File: config.mk
export PLATFORM = sky130hd
export DESIGN_NAME = sc_movescheduler_flat
export DESIGN_NICKNAME = d
export VERILOG_FILES = /design/src/rtl/sc_movescheduler_pkg.sv /design/src/rtl/sc_movescheduler_if.sv /design/src/rtl/sc_movescheduler_ticker.sv /design/src/rtl/sc_movescheduler.sv /design/src/flat_wrapper.sv
export SDC_FILE = /design/constraint.sdc
export NUM_CORES = 1
export LEC_CHECK = 0
export CAP_MARGIN = 25
export CELL_PAD_IN_SITES_DETAIL_PLACEMENT = 1
export CELL_PAD_IN_SITES_GLOBAL_PLACEMENT = 1
export CORE_UTILIZATION = 46
export DETAILED_ROUTE_END_ITERATION = 10
export GPL_TIMING_DRIVEN = 0
export PLACE_DENSITY = 0.86
export SLEW_MARGIN = 20
export SYNTH_ARGS = -nofsm -noshare
export SYNTH_HDL_FRONTEND = slang
export SYNTH_SLANG_ARGS = --single-unit
File: constraint.sdc
create_clock -name SC_MOVESCHEDULER_CLOCK_50 -period 4.9 [get_ports SC_MOVESCHEDULER_CLOCK_50]
set_input_delay 0.49 -clock SC_MOVESCHEDULER_CLOCK_50 [delete_from_list [all_inputs] [get_ports SC_MOVESCHEDULER_CLOCK_50]]
set_output_delay 0.49 -clock SC_MOVESCHEDULER_CLOCK_50 [all_outputs]
set_load 0.05 [all_outputs]
File: src/rtl/sc_movescheduler_pkg.sv
// sc_movescheduler_pkg: shared types for the move scheduler.
//   - state_e    : sequencer states (idle, run, one-cycle command, hold).
//   - cmd_e      : datapath command chosen for the next cycle.
//   - dp_cmd_t   : registered datapath control bundle (active-low strobes, shift code, landed).
//   - decode_cmd : maps a command to its datapath control bundle.
package sc_movescheduler_pkg;

    typedef enum logic [1:0] {
        StIdle,
        StRun,
        StCmd,
        StHold
    } state_e;

    typedef enum logic [2:0] {
        CmdNone,
        CmdClear,
        CmdUp,
        CmdDown,
        CmdLeft,
        CmdRight,
        CmdFall
    } cmd_e;

    localparam logic [1:0] SHIFT_HOLD  = 2'b11;
    localparam logic [1:0] SHIFT_LEFT  = 2'b01;
    localparam logic [1:0] SHIFT_RIGHT = 2'b10;

    typedef struct packed {
        logic       clear_n;
        logic       load0_n;
        logic       load1_n;
        logic [1:0] shift;
        logic       landed;
    } dp_cmd_t;

    localparam dp_cmd_t DP_IDLE = '{
        clear_n: 1'b1,
        load0_n: 1'b1,
        load1_n: 1'b1,
        shift:   SHIFT_HOLD,
        landed:  1'b0
    };

    // not_bottom is the raw comparator level: 1 means the point can still fall.
    function automatic dp_cmd_t decode_cmd(cmd_e cmd, logic not_bottom);
        dp_cmd_t o;
        o = DP_IDLE;
        case (cmd)
            CmdClear: o.clear_n = 1'b0;
            CmdUp:    o.load0_n = 1'b0;
            CmdDown:  o.load1_n = 1'b0;
            CmdLeft:  o.shift   = SHIFT_LEFT;
            CmdRight: o.shift   = SHIFT_RIGHT;
            CmdFall: begin
                if (not_bottom) begin
                    o.load1_n = 1'b0;
                end else begin
                    o.landed = 1'b1;
                end
            end
            default: ;
        endcase
        return o;
    endfunction

endpackage

File: src/rtl/sc_movescheduler_if.sv
// sc_movescheduler_if: button-side requests and datapath commands of the move scheduler.
//   slave  modport : the scheduler (samples buttons, drives commands).
//   master modport : the button/datapath environment (drives buttons, samples commands).
// All button inputs are active-low levels; command strobes are active-low single-cycle pulses.
interface sc_movescheduler_if;
    logic       SC_MOVESCHEDULER_startButton_InLow;
    logic       SC_MOVESCHEDULER_upButton_InLow;
    logic       SC_MOVESCHEDULER_downButton_InLow;
    logic       SC_MOVESCHEDULER_leftButton_InLow;
    logic       SC_MOVESCHEDULER_rightButton_InLow;
    logic       SC_MOVESCHEDULER_bottomsidecomparator_InLow;
    logic       SC_MOVESCHEDULER_clear_OutLow;
    logic       SC_MOVESCHEDULER_load0_OutLow;
    logic       SC_MOVESCHEDULER_load1_OutLow;
    logic [1:0] SC_MOVESCHEDULER_shiftselection_Out;
    logic       SC_MOVESCHEDULER_landed_OutHigh;

    modport slave (
        input  SC_MOVESCHEDULER_startButton_InLow,
        input  SC_MOVESCHEDULER_upButton_InLow,
        input  SC_MOVESCHEDULER_downButton_InLow,
        input  SC_MOVESCHEDULER_leftButton_InLow,
        input  SC_MOVESCHEDULER_rightButton_InLow,
        input  SC_MOVESCHEDULER_bottomsidecomparator_InLow,
        output SC_MOVESCHEDULER_clear_OutLow,
        output SC_MOVESCHEDULER_load0_OutLow,
        output SC_MOVESCHEDULER_load1_OutLow,
        output SC_MOVESCHEDULER_shiftselection_Out,
        output SC_MOVESCHEDULER_landed_OutHigh
    );

    modport master (
        output SC_MOVESCHEDULER_startButton_InLow,
        output SC_MOVESCHEDULER_upButton_InLow,
        output SC_MOVESCHEDULER_downButton_InLow,
        output SC_MOVESCHEDULER_leftButton_InLow,
        output SC_MOVESCHEDULER_rightButton_InLow,
        output SC_MOVESCHEDULER_bottomsidecomparator_InLow,
        input  SC_MOVESCHEDULER_clear_OutLow,
        input  SC_MOVESCHEDULER_load0_OutLow,
        input  SC_MOVESCHEDULER_load1_OutLow,
        input  SC_MOVESCHEDULER_shiftselection_Out,
        input  SC_MOVESCHEDULER_landed_OutHigh
    );
endinterface

File: src/rtl/sc_movescheduler_ticker.sv
// sc_movescheduler_ticker: modulo-Period counter with a sticky pending flag.
//   clk_i      : clock.
//   rst_i      : synchronous active-high reset (counter 0, pending 0).
//   en_i       : count enable.
//   clr_i      : synchronous counter clear; suppresses the tick in the same cycle.
//   pend_clr_i : clear request for the pending flag (a simultaneous tick wins).
//   tick_o     : high in the cycle the counter wraps from Period-1 to 0.
//   pend_o     : sticky pending flag set by tick_o.
module sc_movescheduler_ticker #(
    parameter int unsigned Period = 8,
    parameter int unsigned CntW   = 4
) (
    input  logic clk_i,
    input  logic rst_i,
    input  logic en_i,
    input  logic clr_i,
    input  logic pend_clr_i,
    output logic tick_o,
    output logic pend_o
);
    localparam logic [CntW-1:0] Last = CntW'(Period - 1);

    logic [CntW-1:0] cnt_q, cnt_d;
    logic            pend_q, pend_d;

    always_comb begin
        tick_o = en_i && !clr_i && (cnt_q == Last);
        cnt_d  = cnt_q;
        if (clr_i) begin
            cnt_d = '0;
        end else if (en_i) begin
            cnt_d = tick_o ? '0 : cnt_q + 1'b1;
        end
        // Set wins so a tick coinciding with consumption is never lost.
        pend_d = tick_o ? 1'b1 : (pend_clr_i ? 1'b0 : pend_q);
    end

    always_ff @(posedge clk_i) begin
        if (rst_i) begin
            cnt_q  <= '0;
            pend_q <= 1'b0;
        end else begin
            cnt_q  <= cnt_d;
            pend_q <= pend_d;
        end
    end

    assign pend_o = pend_q;

endmodule

File: src/rtl/sc_movescheduler.sv
// sc_movescheduler: turns active-low button levels and a gravity timer into single-cycle,
// mutually exclusive point-datapath commands (clear / up / down / left / right / fall).
//   SC_MOVESCHEDULER_CLOCK_50     : system clock.
//   SC_MOVESCHEDULER_RESET_InHigh : synchronous active-high reset.
//   sched_io (slave modport)      : buttons, bottom-row comparator, registered commands.
// Optional build macro SC_MOVESCHEDULER_AUTOREPEAT_EN: held down/left/right moves repeat
// every REPEAT_DELAY cycles of HOLD; without it HOLD only waits for gravity or release.
module sc_movescheduler
    import sc_movescheduler_pkg::*;
#(
    parameter int unsigned FALL_PERIOD  = 25000000,
    parameter int unsigned REPEAT_DELAY = 12500000,
    parameter int unsigned CNT_W        = 25
) (
    input logic               SC_MOVESCHEDULER_CLOCK_50,
    input logic               SC_MOVESCHEDULER_RESET_InHigh,
    sc_movescheduler_if.slave sched_io
);
    logic clk, rst;
    assign clk = SC_MOVESCHEDULER_CLOCK_50;
    assign rst = SC_MOVESCHEDULER_RESET_InHigh;

    logic start_p, up_p, down_p, left_p, right_p, not_bottom, any_btn;
    assign start_p    = ~sched_io.SC_MOVESCHEDULER_startButton_InLow;
    assign up_p       = ~sched_io.SC_MOVESCHEDULER_upButton_InLow;
    assign down_p     = ~sched_io.SC_MOVESCHEDULER_downButton_InLow;
    assign left_p     = ~sched_io.SC_MOVESCHEDULER_leftButton_InLow;
    assign right_p    = ~sched_io.SC_MOVESCHEDULER_rightButton_InLow;
    assign not_bottom = sched_io.SC_MOVESCHEDULER_bottomsidecomparator_InLow;
    assign any_btn    = start_p | up_p | down_p | left_p | right_p;

    state_e  state_q, state_d;
    cmd_e    cmd_d;
    dp_cmd_t out_q, out_d;

    logic fall_pend, fall_clr, fall_pend_clr, fall_tick_unused;

    // Gravity timer: held at 0 while idle, restarted by CLEAR and by a user DOWN.
    sc_movescheduler_ticker #(
        .Period (FALL_PERIOD),
        .CntW   (CNT_W)
    ) u_fall_ticker (
        .clk_i      (clk),
        .rst_i      (rst),
        .en_i       (state_q != StIdle),
        .clr_i      (fall_clr),
        .pend_clr_i (fall_pend_clr),
        .tick_o     (fall_tick_unused),
        .pend_o     (fall_pend)
    );

`ifdef SC_MOVESCHEDULER_AUTOREPEAT_EN
    logic rep_tick, rep_pend_unused;

    // Counts only in HOLD, so any command (repeat or fall) restarts it from 0.
    sc_movescheduler_ticker #(
        .Period (REPEAT_DELAY),
        .CntW   (CNT_W)
    ) u_repeat_ticker (
        .clk_i      (clk),
        .rst_i      (rst),
        .en_i       (state_q == StHold),
        .clr_i      (state_q != StHold),
        .pend_clr_i (1'b1),
        .tick_o     (rep_tick),
        .pend_o     (rep_pend_unused)
    );
`endif

    always_comb begin
        state_d = state_q;
        cmd_d   = CmdNone;

        unique case (state_q)
            StIdle: begin
                if (start_p) cmd_d = CmdClear;
            end
            StRun: begin
                if (start_p)                  cmd_d = CmdClear;
                else if (fall_pend)           cmd_d = CmdFall;
                else if (up_p)                cmd_d = CmdUp;
                else if (down_p && not_bottom) cmd_d = CmdDown;
                else if (left_p)              cmd_d = CmdLeft;
                else if (right_p)             cmd_d = CmdRight;
            end
            StCmd: begin
                state_d = any_btn ? StHold : StRun;
            end
            StHold: begin
                if (fall_pend) begin
                    cmd_d = CmdFall;
                end else if (!any_btn) begin
                    state_d = StRun;
                end
`ifdef SC_MOVESCHEDULER_AUTOREPEAT_EN
                // start and up are never repeated; they wait for release.
                else if (rep_tick) begin
                    if (down_p && not_bottom) cmd_d = CmdDown;
                    else if (left_p)          cmd_d = CmdLeft;
                    else if (right_p)         cmd_d = CmdRight;
                end
`endif
            end
            default: state_d = StIdle;
        endcase

        if (cmd_d != CmdNone) state_d = StCmd;

        fall_clr      = (state_q == StIdle) || (cmd_d == CmdClear) || (cmd_d == CmdDown);
        fall_pend_clr = (cmd_d == CmdFall);
        out_d         = decode_cmd(cmd_d, not_bottom);
    end

    always_ff @(posedge clk) begin
        if (rst) begin
            state_q <= StIdle;
            out_q   <= DP_IDLE;
        end else begin
            state_q <= state_d;
            out_q   <= out_d;
        end
    end

    assign sched_io.SC_MOVESCHEDULER_clear_OutLow       = out_q.clear_n;
    assign sched_io.SC_MOVESCHEDULER_load0_OutLow       = out_q.load0_n;
    assign sched_io.SC_MOVESCHEDULER_load1_OutLow       = out_q.load1_n;
    assign sched_io.SC_MOVESCHEDULER_shiftselection_Out = out_q.shift;
    assign sched_io.SC_MOVESCHEDULER_landed_OutHigh     = out_q.landed;

endmodule

File: src/flat_wrapper.sv
// flat-port wrapper written by rule: the top's interface ports become plain ports
module sc_movescheduler_flat import sc_movescheduler_pkg::*;
#(
    parameter int unsigned FALL_PERIOD  = 25000000,
    parameter int unsigned REPEAT_DELAY = 12500000,
    parameter int unsigned CNT_W        = 25
)
  (SC_MOVESCHEDULER_CLOCK_50, SC_MOVESCHEDULER_RESET_InHigh, sched_io_SC_MOVESCHEDULER_startButton_InLow, sched_io_SC_MOVESCHEDULER_upButton_InLow, sched_io_SC_MOVESCHEDULER_downButton_InLow, sched_io_SC_MOVESCHEDULER_leftButton_InLow, sched_io_SC_MOVESCHEDULER_rightButton_InLow, sched_io_SC_MOVESCHEDULER_bottomsidecomparator_InLow, sched_io_SC_MOVESCHEDULER_clear_OutLow, sched_io_SC_MOVESCHEDULER_load0_OutLow, sched_io_SC_MOVESCHEDULER_load1_OutLow, sched_io_SC_MOVESCHEDULER_shiftselection_Out, sched_io_SC_MOVESCHEDULER_landed_OutHigh);
  sc_movescheduler_if sched_io_i ();
  input logic SC_MOVESCHEDULER_CLOCK_50;
  input logic SC_MOVESCHEDULER_RESET_InHigh;
  input wire logic [$bits(sched_io_i.SC_MOVESCHEDULER_startButton_InLow)-1:0] sched_io_SC_MOVESCHEDULER_startButton_InLow;
  input wire logic [$bits(sched_io_i.SC_MOVESCHEDULER_upButton_InLow)-1:0] sched_io_SC_MOVESCHEDULER_upButton_InLow;
  input wire logic [$bits(sched_io_i.SC_MOVESCHEDULER_downButton_InLow)-1:0] sched_io_SC_MOVESCHEDULER_downButton_InLow;
  input wire logic [$bits(sched_io_i.SC_MOVESCHEDULER_leftButton_InLow)-1:0] sched_io_SC_MOVESCHEDULER_leftButton_InLow;
  input wire logic [$bits(sched_io_i.SC_MOVESCHEDULER_rightButton_InLow)-1:0] sched_io_SC_MOVESCHEDULER_rightButton_InLow;
  input wire logic [$bits(sched_io_i.SC_MOVESCHEDULER_bottomsidecomparator_InLow)-1:0] sched_io_SC_MOVESCHEDULER_bottomsidecomparator_InLow;
  output wire logic [$bits(sched_io_i.SC_MOVESCHEDULER_clear_OutLow)-1:0] sched_io_SC_MOVESCHEDULER_clear_OutLow;
  output wire logic [$bits(sched_io_i.SC_MOVESCHEDULER_load0_OutLow)-1:0] sched_io_SC_MOVESCHEDULER_load0_OutLow;
  output wire logic [$bits(sched_io_i.SC_MOVESCHEDULER_load1_OutLow)-1:0] sched_io_SC_MOVESCHEDULER_load1_OutLow;
  output wire logic [$bits(sched_io_i.SC_MOVESCHEDULER_shiftselection_Out)-1:0] sched_io_SC_MOVESCHEDULER_shiftselection_Out;
  output wire logic [$bits(sched_io_i.SC_MOVESCHEDULER_landed_OutHigh)-1:0] sched_io_SC_MOVESCHEDULER_landed_OutHigh;
  assign sched_io_i.SC_MOVESCHEDULER_startButton_InLow = sched_io_SC_MOVESCHEDULER_startButton_InLow;
  assign sched_io_i.SC_MOVESCHEDULER_upButton_InLow = sched_io_SC_MOVESCHEDULER_upButton_InLow;
  assign sched_io_i.SC_MOVESCHEDULER_downButton_InLow = sched_io_SC_MOVESCHEDULER_downButton_InLow;
  assign sched_io_i.SC_MOVESCHEDULER_leftButton_InLow = sched_io_SC_MOVESCHEDULER_leftButton_InLow;
  assign sched_io_i.SC_MOVESCHEDULER_rightButton_InLow = sched_io_SC_MOVESCHEDULER_rightButton_InLow;
  assign sched_io_i.SC_MOVESCHEDULER_bottomsidecomparator_InLow = sched_io_SC_MOVESCHEDULER_bottomsidecomparator_InLow;
  assign sched_io_SC_MOVESCHEDULER_clear_OutLow = sched_io_i.SC_MOVESCHEDULER_clear_OutLow;
  assign sched_io_SC_MOVESCHEDULER_load0_OutLow = sched_io_i.SC_MOVESCHEDULER_load0_OutLow;
  assign sched_io_SC_MOVESCHEDULER_load1_OutLow = sched_io_i.SC_MOVESCHEDULER_load1_OutLow;
  assign sched_io_SC_MOVESCHEDULER_shiftselection_Out = sched_io_i.SC_MOVESCHEDULER_shiftselection_Out;
  assign sched_io_SC_MOVESCHEDULER_landed_OutHigh = sched_io_i.SC_MOVESCHEDULER_landed_OutHigh;
  sc_movescheduler #(.FALL_PERIOD(FALL_PERIOD), .REPEAT_DELAY(REPEAT_DELAY), .CNT_W(CNT_W)) u_core (.SC_MOVESCHEDULER_CLOCK_50(SC_MOVESCHEDULER_CLOCK_50), .SC_MOVESCHEDULER_RESET_InHigh(SC_MOVESCHEDULER_RESET_InHigh), .sched_io(sched_io_i));
endmodule
==> impl_metrics.toml, run 1 <==
[setup_path]
critPathLaunchType = "input port"
arrival_ns = 2.65
reg2reg_slack_ns = 2.53
worst-path-buf-inv = 2
crit_chain = "clkdlybuf4s50_1 -> nor2b_1 -> a21oi_1 -> o221ai_1 -> clkbuf_1 -> nor2_1"
critPathSlowestCell = "o221ai_1"
worst-path-stages = 6
crit_fanout = 10
crit_path_end_kind = "flip-flop"
slowest_delay_ns = 0.61
critical-path-top-delay-family = "buffers and inverters"
critPathRequiredTime_ns = 5.12
cp-startpoint = "sched_io_SC_MOVESCHEDULER_bottomsidecomparator_InLow"
rr_endpoint = "u_core.u_fall_ticker.cnt_q[3]"
r2r-start = "u_core.u_fall_ticker.cnt_q[0]"
path_class = "input port to flip-flop"
cp-endpoint = "u_core.u_fall_ticker.cnt_q[3]"
rr_worst_depth = 6

[global_route]
grt_start_max_net_pins = 11
grt_pass1_vias = 1573
grt_pass1_wl_mm = 7.00
overflow = 0
grt_usage_pct = 26.4
antenna_found_initial = 0

[placement]
dpl.hpwl_mm = 3.08
dp.cells = 238
routabilityCongestion = 0.834
detailedPlace.worstSlack_ns = 2.17
io_buffer_count = 13

[power_and_ir_drop]
p_per_area_nw_per_um2 = 267
p_leak_nw = 0.539
ir_drop_v = 0.000192

[synth]
synth_top_area_cell = "dfxtp_1"
yosysSeqAreaShare_pct = 43.2
synthDistinctLibCells = 37
yosys_warnings = 0
syn_nets = 190
synth.cell_area_sq_um = 1570
synth_area_per_cell_sq_um = 8.70
synth_seq_cells = 34
ys_top_cells_by_area = "dfxtp_1 43%, xnor2_1 5.0%, a21oi_1 4.1%"
synth_top_area_share_pct = 43.2
syn_inst = 181

[timing]
finalSetupViolCount = 0
clock_skew_ns = 0.0103
tns_ns = 0
max_slew_margin_pct = 50.8
period_minus_slack_ns = 2.44
worst_slew_pin_slew_ns = 0.738
rsz0062_at_grt = "no"
holdWs_ns = 0.483
maxSlewViolCount = 0
setup_ws_ns = 2.46
hold_violations = 0
period_share_pct = 49.8
max_freq_ghz = 0.410

[cts]
insertion_delay_ns = 0.34
root_buffer = "clkbuf_4"
ctsHoldBuffers = 0
post-cts-setup-buffers = 0
clkSinkCount = 34
cts.clk_slew.worst_paths_ns = 0.11
clk_path_buf_depth = 2
ctsResizeCount = 0
cts_inserted_buffers = 5
cts_tree = "yes"
htreeDepth = 2

[run_status]
outcome = "completed"

[die]
start_util_pct = 49.9
die_w_um = 60.5
rows = 20
core_area_sq_um = 3150
die_y_um = 60.5
ioPinCount = 14
dieArea_sq_um = 3660

[layout]
final_cells = 246
final_nets = 210
final_util_pct = 57.7
final_layout_size_suffix_gt1_share_pct = 9.90
num_antenna_cells = 0
area_growth_pct = 15.6
fill_cells = 388

[route]
drc = 0
ant_nets = 0
vias = 1467
wl_per_cell_um = 16.7
drt_iter0_drc = 42
avgViaCountPerCell = 5.96
first_pass_iters = 4
drt-total-wl_mm = 4.11

[min_path]
hold_class = "flip-flop to flip-flop"

[run]
drv_cap = 0
layer usage:
| layer | up-vias | wire [um] | GRT usage [%] |
|---|---|---|---|
| met5 | - | 0 | 0 |
| met4 | 0 | 51 | 9.74 |
| met3 | 8 | 230 | 7.04 |
| met2 | 43 | 2070 | 47.4 |
| met1 | 700 | 1760 | 29.8 |
| li1 | 716 | - | - |
cells in the mapped netlist:
master and number:
xor2_1 4, or4_4 1, clkbuf_1 5, nor4_1 7
mux2_2 1, o221ai_1 1, nand3_2 1, and4_1 2
a21oi_1 13, nor3b_1 1, nand4_1 9, xnor2_1 9
o211ai_1 2, o211ai_2 1, o31ai_1 5, nand3_1 11
nor2_1 15, inv_1 4, buf_2 1, and4_2 1
nor4b_1 2, and3_1 2, or3_2 3, buf_6 1
a21o_1 1, nor2b_1 4, and4b_1 1, ha_1 1
nand2_1 12, dfxtp_1 34, nor3_1 2, a31oi_1 1
or3_1 5, o21ai_0 10, or4_1 5, or2_2 1
or3b_2 2
worst reg2reg max path: stages, from the launching register on:
cell,delay [ns]
dfxtp_1,0.43
ha_1,0.25
and4_2,0.28
nand4_1,0.13
o221ai_1,0.61
clkbuf_1,0.47
nor2_1,0.10
per-stage QoR:
step	total power (W)	area, sq um
floorplan	0.000311	1570
global placement	0.000326	1760
detailed placement	0.000328	1760
CTS	0.000491	1820
global route	0.000507	1820
finish	0.000486	1820
registers in the layout (all words and copies together) (netlist names):
register	flops
u_core.sched_io.SC_MOVESCHEDULER_clear_OutLow	1
u_core.sched_io.SC_MOVESCHEDULER_load0_OutLow	1
u_core.sched_io.SC_MOVESCHEDULER_shiftselection_Out	2
u_core.u_fall_ticker.cnt_q	25
u_core.sched_io.SC_MOVESCHEDULER_load1_OutLow	1
u_core.u_fall_ticker.pend_o	1
u_core.state_q	2
u_core.sched_io.SC_MOVESCHEDULER_landed_OutHigh	1
logic make-up (layout without fill, tap and decap cells):
family	after synthesis	in the layout	synth area share (%)
and+or+nand+nor	87	87	32.0
AOI/OAI and AO/OA	34	34	12.9
DFF	34	34	43.2
xor gates and xnor gates	13	13	7.23
buffers and inverters	11	32	3.18
adders and majority gates	1	1	0.795
muxes	1	1	0.715
power by group:
| part | internal [W] | switching (W) | total, W |
|---|---|---|---|
| sequential | 0.000279 | 0.00000336 | 0.000282 |
| combinational | 0.0000151 | 0.0000254 | 0.0000405 |
| clock | 0.0000695 | 0.0000940 | 0.000164 |
| total | 0.000364 | 0.000123 | 0.000486 |
worst min path at each step:
stage	start	depth (start not counted)	end	slack (ns)
final	u_core.u_fall_ticker.cnt_q[22]	2	u_core.u_fall_ticker.cnt_q[22]	0.48
after global routing	u_core.u_fall_ticker.cnt_q[22]	2	u_core.u_fall_ticker.cnt_q[22]	0.52
after CTS	u_core.u_fall_ticker.cnt_q[22]	2	u_core.u_fall_ticker.cnt_q[22]	0.48
after detailed placement	u_core.u_fall_ticker.cnt_q[22]	2	u_core.u_fall_ticker.cnt_q[22]	0.47
after global placement	u_core.u_fall_ticker.cnt_q[22]	2	u_core.u_fall_ticker.cnt_q[22]	0.46
after floorplan	u_core.u_fall_ticker.cnt_q[24]	2	u_core.u_fall_ticker.cnt_q[24]	0.45
cell usage in the layout (no fill, tap or decap), types with 2 or more instances in the layout:
| cell | instances |
|---|---|
| dfxtp_1 | 34 |
| nor2_1 | 15 |
| a21oi_1 | 13 |
| clkdlybuf4s50_1 | 13 |
| nand2_1 | 12 |
| nand3_1 | 11 |
| o21ai_0 | 10 |
| nand4_1 | 9 |
| xnor2_1 | 9 |
| nor4_1 | 7 |
| clkbuf_1 | 6 |
| o31ai_1 | 5 |
| or4_1 | 5 |
| or3_1 | 5 |
| clkbuf_4 | 5 |
| nor2b_1 | 4 |
| inv_1 | 4 |
| xor2_1 | 4 |
| or3_2 | 3 |
| and3_1 | 2 |
| nor4b_1 | 2 |
| o211ai_1 | 2 |
| or3b_2 | 2 |
| and4_1 | 2 |
| nor3_1 | 2 |
cell type report:
cell class,count,area [sq um],area share (%)
Tap cell,44,55.1,3.03
Buffer,7,35.0,1.93
Timing Repair Buffer,13,130,7.15
Sequential cell,34,681,37.4
Clock inverter,1,5.00,0.275
Inverter,4,15.0,0.825
Clock buffer,7,55.1,3.03
Multi-Input combinational cell,136,843,46.4
(Power assumes the default switching activity.)
==> run 2, diff against run 1 <==
--- a/config.mk
+++ b/config.mk
@@ -8,10 +8,10 @@
 export CAP_MARGIN = 25
 export CELL_PAD_IN_SITES_DETAIL_PLACEMENT = 1
 export CELL_PAD_IN_SITES_GLOBAL_PLACEMENT = 1
-export CORE_UTILIZATION = 46
+export CORE_UTILIZATION = 42
 export DETAILED_ROUTE_END_ITERATION = 10
 export GPL_TIMING_DRIVEN = 0
-export PLACE_DENSITY = 0.86
+export PLACE_DENSITY = 0.8
 export SLEW_MARGIN = 20
 export SYNTH_ARGS = -nofsm -noshare
 export SYNTH_HDL_FRONTEND = slang
==> constraint.sdc (replaced) <==
create_clock -name SC_MOVESCHEDULER_CLOCK_50 -period 2.3 [get_ports SC_MOVESCHEDULER_CLOCK_50]
set_input_delay 0.23 -clock SC_MOVESCHEDULER_CLOCK_50 [delete_from_list [all_inputs] [get_ports SC_MOVESCHEDULER_CLOCK_50]]
set_output_delay 0.23 -clock SC_MOVESCHEDULER_CLOCK_50 [all_outputs]
set_load 0.05 [all_outputs]
==> run 2 against run 1 <==
Against the previous run:
- routed wire length is 6.8% lower
- clock skew is 0.0040 ns lower
- setup slack worse by 2.3 ns
==> impl_metrics.toml, run 2 (same netlist as run 1, synthesis figures left out) <==
[run_status]
outcome = "completed"

[placement]
routabilityCongestion = 0.785
dpl.hpwl_mm = 2.76
io_buffer_count = 13

[timing]
hold_violations = 0
period_share_pct = 92.5
clock_skew_ns = 0.00633
max_freq_ghz = 0.470
period_minus_slack_ns = 2.13
rsz0062_at_grt = "no"
worst_slew_pin_slew_ns = 0.510
maxSlewViolCount = 0
finalSetupViolCount = 0
tns_ns = 0
max_slew_margin_pct = 66.0

[route]
ant_nets = 0
wl_per_cell_um = 15.4
drt-total-wl_mm = 3.84
drc = 0
first_pass_iters = 4
avgViaCountPerCell = 5.74
drt_iter0_drc = 62
vias = 1430

[setup_path]
cp-startpoint = "u_core.u_fall_ticker.cnt_q[1]"
path_class = "flip-flop to flip-flop"
rr_endpoint = "u_core.u_fall_ticker.cnt_q[16]"
rr_worst_depth = 6
critPathLaunchType = "flip-flop"
worst-path-stages = 6
r2r-start = "u_core.u_fall_ticker.cnt_q[1]"
crit_fanout = 10
critPathSlowestCell = "or4_4"
reg2reg_slack_ns = 0.17
critical-path-top-delay-family = "simple AND/OR/NAND/NOR gates"
critPathRequiredTime_ns = 2.52
arrival_ns = 2.35
crit_path_end_kind = "flip-flop"
worst-path-buf-inv = 1
cp-endpoint = "u_core.u_fall_ticker.cnt_q[16]"
crit_chain = "ha_2 -> nand4_1 -> or4_4 -> clkbuf_2 -> or3_1 -> a21oi_1"
slowest_delay_ns = 0.59

[layout]
final_nets = 211
final_cell_mix = "33 x dfxtp_1, 15 x nor2_1, 13 x a21oi_1, 13 x clkdlybuf4s50_1, 12 x nand2_1"
top_register = "u_core.u_fall_ticker.cnt_q"
largest_reg_flops = 25
seqCellArea_sq_um = 682
final_common_cell = "dfxtp_1"
final_layout_size_suffix_gt1_share_pct = 12.8
num_antenna_cells = 0
final_util_pct = 54.1
multi_input_area_sq_um = 856
fill_cells = 418
area_growth_pct = 19.2

[die]
start_util_pct = 45.4
ioPinCount = 14
core_area_sq_um = 3470
rows = 21
die_w_um = 63.2
die_y_um = 63.2
dieArea_sq_um = 4000

[run]
drv_cap = 0

[global_route]
grt_usage_pct = 21.9
grt_pass1_wl_mm = 6.81
antenna_found_initial = 0
grt_pass1_vias = 1441
overflow = 0
grt_start_max_net_pins = 11

[cts]
clk_path_buf_depth = 2
insertion_delay_ns = 0.29
htreeDepth = 2
root_buffer = "clkbuf_8"
cts.clk_slew.worst_paths_ns = 0.07
cts_inserted_buffers = 5
cts_tree = "yes"
clkSinkCount = 34

[min_path]
holdPathStages = 2
hold_class = "flip-flop to flip-flop"

[power_and_ir_drop]
p_per_area_nw_per_um2 = 604
p_leak_nw = 0.558
ir_drop_v = 0.000301
## run 2: metal layers
| metal | global-route usage [%] | up-vias | routed length, um |
|---|---|---|---|
| li1 | - | 713 | - |
| met1 | 27.5 | 703 | 1810 |
| met2 | 35.8 | 9 | 1890 |
| met3 | 6.52 | 5 | 86 |
| met4 | 6.82 | 0 | 48 |
| met5 | 0 | - | 0 |
## run 2: area by class of cell
type / count / area share [%]
Timing Repair Buffer: 14 / 7.34
Multi-Input combinational cell: 136 / 45.6
Clock inverter: 1 / 0.267
Tap cell: 46 / 3.07
Inverter: 4 / 0.801
Buffer: 7 / 1.93
Sequential cell: 34 / 36.4
Clock buffer: 7 / 4.60
## run 2: power breakdown
part / internal (W) / switching, W / total [W]
registers: 0.000595 / 0.00000682 / 0.000602
logic: 0.0000329 / 0.0000504 / 0.0000832
clock network: 0.000241 / 0.000206 / 0.000447
total: 0.000869 / 0.000264 / 0.00113
## run 2: tightest hold or removal path, stage by stage (launching register included)
cell and delay [ns]:
dfxtp_1 0.32, o31ai_1 0.06, a21oi_1 0.06
## run 2: worst min path at each step
stage                                                          from                                            end  slack [ns]
2_1_floorplan                         SC_MOVESCHEDULER_RESET_InHigh                              u_core.state_q[1]        0.30
3_3_place_gp                         u_core.u_fall_ticker.cnt_q[22]                 u_core.u_fall_ticker.cnt_q[22]        0.46
3_5_place_dp                         u_core.u_fall_ticker.cnt_q[22]                 u_core.u_fall_ticker.cnt_q[22]        0.48
4_1_cts        sched_io_SC_MOVESCHEDULER_bottomsidecomparator_InLow  u_core.sched_io.SC_MOVESCHEDULER_load1_OutLow        0.49
5_1_grt                              u_core.u_fall_ticker.cnt_q[22]                 u_core.u_fall_ticker.cnt_q[22]        0.51
6_report                             u_core.u_fall_ticker.cnt_q[22]                 u_core.u_fall_ticker.cnt_q[22]        0.48
## run 2: timing repair
action | 4_1_cts | 5_1_grt
setup buffers | 0 | 1
setup endpoints to repair | 12 | 5
gates cloned | 0 | 0
gates resized for setup | 2 | 3
pin swaps | 0 | 0
hold buffers | 0 | 0
## run 2: through the flow
stage	instances	total power (W)	setup slack (ns)	instance area (sq um)	hold slack (ns)
detailed placement	240	0.000696	-0.209	1760	0.478
finish	249	0.00113	0.172	1880	0.484
floorplan	181	0.000663	0.302	1570	0.299
global placement	240	0.000695	-0.142	1760	0.460
CTS	248	0.00115	0.0364	1860	0.486
global route	249	0.00119	0.0271	1880	0.505
